File: src/rtl/csr_timer.sv
// Constant timer (TID/TCFG/TVAL/TICLR) and free-running stable counter sitting beside the CSR file.
// Shares the CSR write port and drives the registered timer interrupt level.
module csr_timer #(
    parameter int unsigned TIMER_N = 12,
    parameter int unsigned CNT_W   = 64
) (
    input  logic             clk,
    input  logic             reset,
    input  logic [1:0]       we,
    input  logic [13:0]      waddr,
    input  logic [31:0]      wdata,
    input  logic [31:0]      rj_value,
    input  logic [13:0]      raddr,
    output logic [31:0]      rdata,
    output logic             rhit,
    output logic             timer_int,
    output logic [CNT_W-1:0] stable_cnt,
    output logic [31:0]      tid
);

    localparam logic [13:0] AddrTid   = 14'h40;
    localparam logic [13:0] AddrTcfg  = 14'h41;
    localparam logic [13:0] AddrTval  = 14'h42;
    localparam logic [13:0] AddrTiclr = 14'h44;

    logic [TIMER_N-1:0] tcfg_q, tcfg_d;
    logic [TIMER_N-1:0] tval_q, tval_d;
    logic [31:0]        tid_q, tid_d;
    logic               int_q, int_d;
    logic [CNT_W-1:0]   cnt_q;

    logic [31:0]        old_val, eff;
    logic               tcfg_wr, tid_wr, ticlr_wr, expire;
    logic               en, periodic;

    assign en       = tcfg_q[0];
    assign periodic = tcfg_q[1];

    // Masked writes merge into the addressed register's current value; TICLR reads as 0.
    always_comb begin
        old_val = '0;
        unique case (waddr)
            AddrTid:  old_val = tid_q;
            AddrTcfg: old_val = 32'(tcfg_q);
            default:  old_val = '0;
        endcase
        eff = we[0] ? wdata : ((old_val & ~rj_value) | (wdata & rj_value));
    end

    assign tid_wr   = (|we) && (waddr == AddrTid);
    assign tcfg_wr  = (|we) && (waddr == AddrTcfg);
    assign ticlr_wr = (|we) && (waddr == AddrTiclr) && eff[0];
    // A TCFG write on the same edge suppresses the expiry.
    assign expire   = !tcfg_wr && en && (tval_q == TIMER_N'(1));

    always_comb begin
        tcfg_d = tcfg_q;
        tval_d = tval_q;
        tid_d  = tid_q;
        int_d  = int_q;
        if (tid_wr) begin
            tid_d = eff;
        end
        if (tcfg_wr) begin
            tcfg_d = eff[TIMER_N-1:0];
            tval_d = {eff[TIMER_N-1:2], 2'b00};
        end else if (en) begin
            if (tval_q != '0) begin
                tval_d = tval_q - TIMER_N'(1);
            end else if (periodic) begin
                tval_d = {tcfg_q[TIMER_N-1:2], 2'b00};
            end
        end
        if (expire) begin
            int_d = 1'b1;
        end else if (ticlr_wr) begin
            int_d = 1'b0;
        end
    end

    always_ff @(posedge clk or posedge reset) begin
        if (reset) begin
            tcfg_q <= '0;
            tval_q <= '0;
            tid_q  <= '0;
            int_q  <= 1'b0;
            cnt_q  <= '0;
        end else begin
            tcfg_q <= tcfg_d;
            tval_q <= tval_d;
            tid_q  <= tid_d;
            int_q  <= int_d;
            cnt_q  <= cnt_q + CNT_W'(1);
        end
    end

    always_comb begin
        rdata = '0;
        rhit  = 1'b1;
        unique case (raddr)
            AddrTid:   rdata = tid_q;
            AddrTcfg:  rdata = 32'(tcfg_q);
            AddrTval:  rdata = 32'(tval_q);
            AddrTiclr: rdata = '0;
            default:   rhit  = 1'b0;
        endcase
    end

    assign timer_int  = int_q;
    assign stable_cnt = cnt_q;
    assign tid        = tid_q;

endmodule

File: config.mk
export PLATFORM = sky130hd
export DESIGN_NAME = csr_timer
export DESIGN_NICKNAME = d
export VERILOG_FILES = /design/src/rtl/csr_timer.sv
export SDC_FILE = /design/constraint.sdc
export NUM_CORES = 1
export LEC_CHECK = 0
export BUFFER_PORTS_ARGS = -buffer_cell sky130_fd_sc_hd__buf_4
export CAP_MARGIN = 10
export CORE_UTILIZATION = 39
export CTS_BUF_LIST = sky130_fd_sc_hd__clkbuf_4 sky130_fd_sc_hd__clkbuf_8 sky130_fd_sc_hd__clkbuf_16
export DETAILED_ROUTE_END_ITERATION = 7
export GPL_ROUTABILITY_DRIVEN = 0
export PLACE_DENSITY = 0.68
export SLEW_MARGIN = 25
export SYNTH_ARGS = -nofsm -noshare
export SYNTH_HDL_FRONTEND = slang
export SYNTH_SLANG_ARGS = --single-unit
File: constraint.sdc
create_clock -name clk -period 4.33 [get_ports clk]
set_input_delay 0.866 -clock clk [delete_from_list [all_inputs] [get_ports clk]]
set_output_delay 0.866 -clock clk [all_outputs]
set_load 0.03 [all_outputs]
* Word-level counts from Yosys, hierarchy flattened *
Index checks and enable logic that the tools add are counted.
W data, S select, Z words.

word-level totals
  input bits = 96
  flip-flop bits (word level) = 121
  output and inout port bits = 130
  logic and storage cells = 43

operators by class
  equal/unequal tests = 8
  muxes and demuxes = 10
  reductions and logical operators = 14
  bitwise operators = 4
  add/subtract/negate cells = 2

operators with widths
  cell                     number
  $eq A14 B7 Y1 const B    7
  $pmux W32 S3             1
  $add A64 B1 Y64 const B  1
  $and A32 B32 Y32         2
  $pmux W32 S2             1
  $mux W12                 4
  $mux W32                 1
  $not A32 Y32             1
  $or A32 B32 Y32          1
  $eq A12 B1 Y1 const B    1
  $reduce_bool A12 Y1      1
  $sub A12 B1 Y12 const B  1
  $logic_and A1 B1 Y1      6
  $reduce_bool A2 Y1       2
  $reduce_or A4 Y1         1
  $mux W1                  3
  $reduce_bool A3 Y1       1
  $reduce_and A2 Y1        1
  $reduce_or A2 Y1         1
  $logic_not A1 Y1         1

* Depth between registers and ports, before layout *
Gate-level depths: netlist (run 1).

  depth after elaboration = 8
  mapped depth = 9
  mapped depth without buffers = 7

* Worst setup path after synthesis (run 1) *
No wires, ideal clock.

  path kind = input -> output
  start point = in raddr[7]
  end point = out rdata[10]
  path buffers = 1
  arrival = 2.516 ns
  setup slack = 0.948 ns
  data required time = 3.464 ns
  cell stages on the path = 5
  cells stage by stage = nor4b_1 -> nand3_1 -> or3_1 -> clkbuf_1 -> o21ai_0

between the ends
  word-level cells in the longest chain between the ends = 2
  elaborated cells between the ends (all ways) = 4

ends and longest elaborated chain
  what            line  RTL
  from (decl)     13    input logic [13:0] raddr,
  $eq A14 B7 Y1   100   unique case (raddr)
  $pmux W32 S3 *  100
  to (decl)       14    output logic [31:0] rdata,

Mark *: on every way between the ends. The rest lies on a longest branch, timed or not.

* Worst setup path after layout (run 1) *
  start point = in raddr[7]
  end point = out rdata[22]

The elaborated chain is that of the path after synthesis.

==> reports/results.ini, run 1 <==
[synthesis]
synth_area_um2 = 6400
synth_edf_count = 0
yosysUniqueCellTypes = 60
syn_inst = 648
yosysSeqAreaShare_pct = 47.3
synth-main-ff-cell = dfrtp_1
ys_seq_elements = 121
synth.avg_cell_area_um2 = 9.88
syn_nets = 748
synth-async-reset-ratio_pct = 100
yosysWarnings = 0

[clock_tree]
ctsResizeCount = 0
cts_buffer_depth = 2
cts_buffers = 17
clk_pin_slew_ps = 60
ctsHoldBuffers = 0
cts-root-buf = clkbuf_16
tritoncts = yes
clkSinkCount = 121
clk_latency_ps = 410
cts_max_level = 4
cts_setup_buffers = 0

[global_route]
antenna_found_initial = 0
overflow = 0
grt_max_degree = 73
track_usage_pct = 21.1
grt_first_pass_wirelength_um = 27800
grt_pass1_vias = 5496

[sta]
fin_hold_ws_ps = 472
finalSetupViolCount = 0
fin_crit_ps = 3610
relSlewSlack_pct = 34.1
final-max-slew-violation-count = 0
tightest_slew_ps = 976
fmax_mhz = 277
fin_crit_sh_pct = 83.4
setup_tns_ps = 0
finalHoldViolations = 0
grt_setup_unrepaired = false
clock_skew_ps = 9.33

[run]
max_cap_violations = 0

[placement]
place_area_um2 = 8280
port_buffers = 225
dp_hpwl_um = 12600

[die]
core_um2 = 15900
fp.dieH_um = 130
io_pins = 226
start_util_pct = 40.2
core.rowCount = 46
die_area_um2 = 16900
die_width_um = 130

[pwr]
pwr_density_cell_nw_per_um2 = 302
p_leak_nw = 4.33
ir_drop_mv = 0.244
p_total_mw = 2.68

[cells_and_area]
final_cell_mix = buf_4, dfrtp_1, nand2_1
multiInputGateArea_um2 = 3160
fillers = 1407
finalInstanceArea_um2 = 8880
area_growth_pct = 38.6
mostFrequentLayoutCell = buf_4
diodes = 0
drive_gt1_share_pct = 34.8
nNetsFinal = 970
ff_latch_area_um2 = 3030

[worst_setup_path]
cpMostUsedCell = buf_4
critPathArrivalTime_ps = 2740
required_ps = 3460
end_kind = output port
cp_max_fo = 20
timing_worst_setup_path_type = in2out
timing.critical_path.cells = buf_4 > nor4b_1 > nand3_1 > or3_1 > nor2_1 > buf_4 > and2_1 > buf_4
cp-start-kind = input port
max_stage_delay_ps = 580
cpMaxStageDelayCell = or3_1

[drt]
ant_nets = 0
drc = 0
dr.pass1.iters = 5
wl_per_cell_um = 15.8
vias_per_cell = 5.15
vias = 5664
finalWirelength_um = 17400
drtIter0Drc = 304

[worst_hold_path]
worstHoldPathType = reg2reg

[status]
status = finished, final reports clean

[logic make-up after synthesis]
group | Yosys count | synth area share, %
and+or+nand+nor | 260 | 21.1
xor gates and xnor gates | 65 | 8.89
muxes | 47 | 7.74
AOI/OAI and AO/OA | 104 | 10.5
buffers and inverters | 46 | 3.57
adders and majority gates | 5 | 0.938
DFF | 121 | 47.3
[final timing paths]
| kind | from | endpoint | slack [ps] | cells past startpoint |
|---|---|---|---|---|
| hold / removal | stable_cnt[63] | stable_cnt[63] | 470 | 1 |
| hold reg to reg | stable_cnt[63] | stable_cnt[63] | 470 | 1 |
| setup / recovery | raddr[7] | rdata[22] | 720 | 8 |
| max in group asynchronous | reset | tval_q[2] | 2880 | 3 |
| setup reg to reg | stable_cnt[23] | stable_cnt[63] | 1590 | 5 |
| min in group asynchronous | reset | stable_cnt[3] | 640 | 2 |
[critical path: cells and delay by family]
family / cells / cell delay (ps)
buffers and inverters: 3 / 490
and+or+nand+nor: 5 / 1390
[area by class of cell]
type | instances | share of cell area [%]
Clock buffer | 18 | 4.88
Clock inverter | 14 | 1.80
Inverter | 16 | 0.705
Multi-Input combinational cell | 481 | 35.6
Sequential cell | 121 | 34.1
Tap cell | 216 | 3.04
Timing Repair Buffer | 233 | 19.8
[stage by stage]
step,instances,utilization (%),worst slack (ps)
floorplan,648,-,250
global placement,1067,52.0,748
detailed placement,1067,52.0,687
CTS,1099,55.7,682
global route,1099,55.7,563
finish,1099,55.7,719
[power by group]
| part | switching [mW] | internal (mW) |
|---|---|---|
| Clock | 0.547 | 0.866 |
| Combinational | 0.0606 | 0.0721 |
| Sequential | 0.00420 | 1.13 |
| Total | 0.612 | 2.07 |
[Yosys cell counts (all sizes together) (2+ instances only)]
cell type  number  share of area [%]
a21o            2               0.23
inv            16               0.94
o21ai          56                4.4
nand2          73                4.3
nor2           46                2.7
or3             5               0.51
nand3          28                2.3
nand4          13                1.4
a21oi          13                1.0
clkbuf         22                1.4
buf             8                1.2
a31oi           2               0.20
a211o           2               0.27
nor4           17                1.8
and2           20                2.0
o41a            6                1.1
a2bb2oi         2               0.27
nor3           22                1.7
or2b            2               0.23
ha              4               0.78
and3            9               0.90
mux2i          27                4.2
o41ai           8                1.4
dfrtp         121                 47
and4            7               0.96
xnor2          31                4.2
or3b            3               0.41
nor4b           4               0.55
o22ai           4               0.39
mux2           20                3.5
o22a            2               0.31
or4             4               0.61
xor2           34                4.6
or2             2               0.20
[flip-flops by register name, summed over array words and instances (netlist names)]
register	cells
tid	32
tcfg_q	12
stable_cnt	64
timer_int	1
tval_q	12
[metal layers]
| layer | global-route usage, % | wire length (um) |
|---|---|---|
| met2 | 35.3 | 8340 |
| met3 | 5.04 | 916 |
| met1 | 27.2 | 7990 |
| met5 | 0 | 0 |
| met4 | 5.61 | 170 |
Note: power is estimated with default switching activity, not from simulation.
==> run 2, diff against run 1 <==
--- a/config.mk
+++ b/config.mk
@@ -11,7 +11,7 @@
 export CTS_BUF_LIST = sky130_fd_sc_hd__clkbuf_4 sky130_fd_sc_hd__clkbuf_8 sky130_fd_sc_hd__clkbuf_16
 export DETAILED_ROUTE_END_ITERATION = 7
 export GPL_ROUTABILITY_DRIVEN = 0
-export PLACE_DENSITY = 0.68
+export PLACE_DENSITY = 0.65
 export SLEW_MARGIN = 25
 export SYNTH_ARGS = -nofsm -noshare
 export SYNTH_HDL_FRONTEND = slang
==> constraint.sdc (replaced) <==
create_clock -name clk -period 3.38 [get_ports clk]
set_input_delay 0.676 -clock clk [delete_from_list [all_inputs] [get_ports clk]]
set_output_delay 0.676 -clock clk [all_outputs]
set_load 0.03 [all_outputs]
==> run 2 against run 1 <==
  * Via count is 0.28% lower
  * Largest power group unchanged
  * Register-to-register slack worse by 710 ps
  * Global-route usage is 0.53 points higher
  * Clock power is 22% higher
  * Sequential power is 28% higher
  * Critical path depth is 1 lower
  * Largest cell class unchanged
  * Worst hold slack worse by 130 ps
  * Cell area is 0.14% higher
  * Non-clock buffer count is 5 higher
  * Die area stayed put
  * Sequential share of layout area hardly changed
==> reports/results.ini, run 2 (synthesized netlist as in run 1, its figures left out) <==
[worst_setup_path]
cp_max_fo = 12
end_kind = output port
required_ps = 2700
cpMaxStageDelayCell = or3_1
timing_worst_setup_path_type = in2out
max_stage_delay_ps = 370
critPathArrivalTime_ps = 2250
cpMostUsedCell = buf_4
cp-start-kind = input port
timing.critical_path.cells = buf_4 > nor4b_1 > nand3_1 > or3_1 > buf_4 > o21ai_0 > buf_4

[sta]
fin_crit_ps = 2930
fmax_mhz = 342
clock_skew_ps = 4.97
finalHoldViolations = 0
fin_hold_ws_ps = 338
finalWorstSetupSlack_ps = 454
tightest_slew_ps = 659
fin_crit_sh_pct = 86.6
final-max-slew-violation-count = 0
finalSetupViolCount = 0
setup_tns_ps = 0
relSlewSlack_pct = 56.1
grt_setup_unrepaired = false

[worst_hold_path]
worstHoldPathType = in2async

[cells_and_area]
diodes = 0
area_growth_pct = 38.8
finalInstanceArea_um2 = 8890
drive_gt1_share_pct = 35.1
fillers = 1460
mostFrequentLayoutCell = buf_4
final_cell_mix = buf_4, dfrtp_1, nand2_1
largest_reg_flops = 64
ff_latch_area_um2 = 3030
nNetsFinal = 975
multiInputGateArea_um2 = 3160

[pwr]
pwr-share-comb_pct = 5.1
pwr-share-seq_pct = 43.5
pwr_density_cell_nw_per_um2 = 377
power.internal_mw = 2.64
p_leak_nw = 4.36
p_clk_share_pct = 51.4
ir_drop_mv = 0.323
switching_power_mw = 0.712
p_total_mw = 3.35
swShare_pct = 21.2

[status]
status = finished, final reports clean

[placement]
place_area_um2 = 8320
dp_slack_ps = 435
dp_hpwl_um = 13000
port_buffers = 225

[global_route]
overflow = 0
grt_first_pass_wirelength_um = 28100
grt_pass1_vias = 5432
track_usage_pct = 21.6
antenna_found_initial = 0
grt_max_degree = 68

[drt]
dr.pass1.iters = 4
drtIter0Drc = 271
drc = 0
vias_per_cell = 5.12
vias = 5648
wl_per_cell_um = 15.9
ant_nets = 0
finalWirelength_um = 17600

[clock_tree]
clk_latency_ps = 410
cts_max_level = 4
cts_buffer_depth = 2
clkSinkCount = 121
ctsHoldBuffers = 0
cts_setup_buffers = 0
tritoncts = yes
ctsResizeCount = 0
cts-root-buf = clkbuf_16
clk_pin_slew_ps = 50
cts_buffers = 17

[die]
io_pins = 226
core_um2 = 15900
start_util_pct = 40.2
die_area_um2 = 16900
core.rowCount = 46
die_width_um = 130
fp.dieH_um = 130

[run]
max_cap_violations = 0

run 2: critical path: cells and delay by family:
family	cells	cell delay, ps
buf+inv	3	510
compound gates	1	220
simple gates	3	850
run 2: power groups by stage:
stage | logic [mW] | registers [mW] | clock network, mW
6_report | 0.171 | 1.46 | 1.72
5_1_grt | 0.189 | 1.46 | 1.83
2_1_floorplan | 0.0659 | 1.48 | 0
3_3_place_gp | 0.173 | 1.48 | 0
4_1_cts | 0.175 | 1.46 | 1.76
3_5_place_dp | 0.175 | 1.48 | 0
run 2: worst paths after layout:
kind / from / endpoint / slack, ps / depth (start not counted)
setup / recovery: raddr[7] / rdata[0] / 450 / 7
hold / removal: reset / tid[16] / 340 / 2
setup reg to reg: tval_q[2] / tval_q[10] / 880 / 5
hold reg to reg: stable_cnt[63] / stable_cnt[63] / 480 / 1
max in group asynchronous: reset / tval_q[10] / 2240 / 3
min in group clk: stable_cnt[63] / stable_cnt[63] / 480 / 1
run 2: final cells by class:
| cell class | count | share of cell area, % |
|---|---|---|
| sequential | 121 | 34.1 |
| timing repair buffer | 238 | 20.2 |
| clock inverter | 8 | 0.788 |
| tap | 216 | 3.04 |
| multi-input combinational | 481 | 35.6 |
| inverter | 16 | 0.718 |
| clock buffer | 24 | 5.59 |
run 2: metrics by stage:
step	cells	util, %
4_1_cts	1104	55.8
5_1_grt	1104	55.8
2_1_floorplan	648	-
6_report	1104	55.8
3_5_place_dp	1072	52.2
3_3_place_gp	1072	52.2
run 2: layer usage:
layer / GRT usage, % / wire length, um / vias to the layer above
met5: 0 / 0 / -
met3: 5.41 / 918 / 24
met4: 7.73 / 298 / 0
met1: 28.2 / 8010 / 2712
li1: - / - / 2755
met2: 34.8 / 8370 / 157
==> run 3, diff against run 2 <==
--- a/config.mk
+++ b/config.mk
@@ -7,11 +7,12 @@
 export LEC_CHECK = 0
 export BUFFER_PORTS_ARGS = -buffer_cell sky130_fd_sc_hd__buf_4
 export CAP_MARGIN = 10
+export CORE_MARGIN = 4
 export CORE_UTILIZATION = 39
 export CTS_BUF_LIST = sky130_fd_sc_hd__clkbuf_4 sky130_fd_sc_hd__clkbuf_8 sky130_fd_sc_hd__clkbuf_16
 export DETAILED_ROUTE_END_ITERATION = 7
 export GPL_ROUTABILITY_DRIVEN = 0
-export PLACE_DENSITY = 0.65
+export PLACE_DENSITY = 0.68
 export SLEW_MARGIN = 25
 export SYNTH_ARGS = -nofsm -noshare
 export SYNTH_HDL_FRONTEND = slang
==> constraint.sdc (replaced) <==
create_clock -name clk -period 2.4 [get_ports clk]
set_input_delay 0.48 -clock clk [delete_from_list [all_inputs] [get_ports clk]]
set_output_delay 0.48 -clock clk [all_outputs]
set_load 0.03 [all_outputs]
==> run 3 against run 2 <==
  * Cell area rose by 7.0%
  * First-iteration DRC count did not move
  * Sequential power rose by 40%
  * Power rose by 49%
  * Clock skew rose by 3.2 ps
  * The run now ends with negative setup slack left
==> reports/results.ini, run 3 (synthesized netlist as in run 1, its figures left out) <==
[status]
status = finished with violations
violations = negative setup slack

[clock_tree]
cts_buffer_depth = 2
cts-root-buf = clkbuf_16
cts_buffers = 17
clk_latency_ps = 410
cts_max_level = 4
clkSinkCount = 121
clk_pin_slew_ps = 60
ctsHoldBuffers = 0
tritoncts = yes

[sta]
fmax_mhz = 401
finalWorstSetupSlack_ps = -94.7
finalHoldViolations = 0
fin_crit_sh_pct = 104
relSlewSlack_pct = 54.1
fin_hold_ws_ps = 169
tightest_slew_ps = 686
grt_setup_unrepaired = true
finalSetupViolCount = 24
fin_crit_ps = 2490
clock_skew_ps = 8.20
setup_tns_ps = -1620
final-max-slew-violation-count = 0

[pwr]
switching_power_mw = 1.13
pwr_density_cell_nw_per_um2 = 524
pwr-share-comb_pct = 5.5
pwr-share-seq_pct = 41.2
p_leak_nw = 4.62
swShare_pct = 22.7
p_clk_share_pct = 53.3
p_total_mw = 4.98
ir_drop_mv = 0.457
power.internal_mw = 3.85

[die]
core_um2 = 16000
start_util_pct = 40.0
die_width_um = 136
fp.dieH_um = 136
io_pins = 226
die_area_um2 = 18500
core.rowCount = 46

[placement]
place_area_um2 = 8600
dp_slack_ps = -177
port_buffers = 225
placed_cells = 1104
dp_hpwl_um = 14000

[worst_setup_path]
timing_worst_setup_path_type = in2out
timing.critical_path.cells = buf_6 > nor4b_4 > nand3_2 > or3_4 > nor2_4 > buf_6 > and2_1 > buf_6
critPathArrivalTime_ps = 2010
crit_start = raddr[7]
cp_max_fo = 10
max_stage_delay_ps = 380
end_kind = output port
cpMaxStageDelayCell = or3_4
reg2reg_depth = 7
timing.rr.end = tval_q[10]
required_ps = 1920
rrSetupSlack_ps = 110
r2r_start = tval_q[1]
cpMostUsedCell = buf_6
cp-start-kind = input port

[cells_and_area]
fillers = 1422
mostFrequentLayoutCell = buf_4
fin_util_pct = 59.4
largest_reg_flops = 64
diodes = 0
drive_gt1_share_pct = 40.8
nNetsFinal = 1012
finalInstanceArea_um2 = 9510
area_growth_pct = 48.4
final_cell_mix = buf_4, dfrtp_1, nand2_1
final_cell_count_no_fill = 1141

[run]
max_cap_violations = 0

[global_route]
antenna_found_initial = 0
grt_pass1_vias = 5969
track_usage_pct = 21.3
grt_max_degree = 51
grt_first_pass_wirelength_um = 31200
overflow = 0

[worst_hold_path]
worstHoldPathType = in2async

[drt]
drtIter0Drc = 271
drc = 0
wl_per_cell_um = 17.2
vias = 6016
finalWirelength_um = 19600
dr.pass1.iters = 5
ant_nets = 0
vias_per_cell = 5.27

-- run 3: cell types whose count changed in the layout (fill, tap and decap cells not counted), sizes merged --
| cell | change |
|---|---|
| clkinv | -1 |
| buf | +37 |
| bufinv | +2 |
| inv | +6 |
| clkbuf | -7 |
-- run 3: area by class of cell --
type                            instances  area (um^2)  area share [%]
Multi-Input combinational cell        481         3290            34.6
Sequential cell                       121         3030            31.9
Timing Repair Buffer                  275         2240            23.5
Clock buffer                           17          425            4.47
Tap cell                              216          270            2.84
Clock inverter                         15          189            1.99
Inverter                               16         63.8           0.671
-- run 3: what timing repair did --
action,4_1_cts,5_1_grt
setup buffers,1,1
gates cloned,2,1
pin swaps,6,7
endpoints found under the hold margin,0,0
setup endpoints to repair,30,33
resized for setup,44,39
-- run 3: critical path: cells and delay by family --
kind / cells / cell delay (ps)
buffers and inverters: 3 / 400
and+or+nand+nor: 5 / 1140
-- run 3: metal layers --
layer  GRT usage (%)  part of all wire [%]  vias up
li1                -                     -     2841
met1            27.3                    42     2934
met2            35.6                    49      213
met3            5.18                   6.5       28
met4            6.83                   2.1        0
met5               0                     0        -
-- run 3: power groups by stage --
| stage | Clock [mW] | Combinational (mW) | Sequential (mW) |
|---|---|---|---|
| after global placement | 0 | 0.266 | 2.09 |
| after detailed placement | 0 | 0.268 | 2.09 |
| after floorplan | 0 | 0.0928 | 2.09 |
| after global routing | 2.80 | 0.303 | 2.05 |
| final | 2.65 | 0.276 | 2.05 |
| after CTS | 2.71 | 0.273 | 2.05 |
-- run 3: worst max-delay path by stage --
stage | to | slack [ps] | depth (start not counted)
finish | rdata[28] | -90 | 8
global route | rdata[30] | -160 | 8
CTS | rdata[19] | -80 | 8
detailed placement | rdata[31] | -180 | 8
global placement | rdata[12] | -150 | 8
floorplan | rdata[10] | -210 | 5
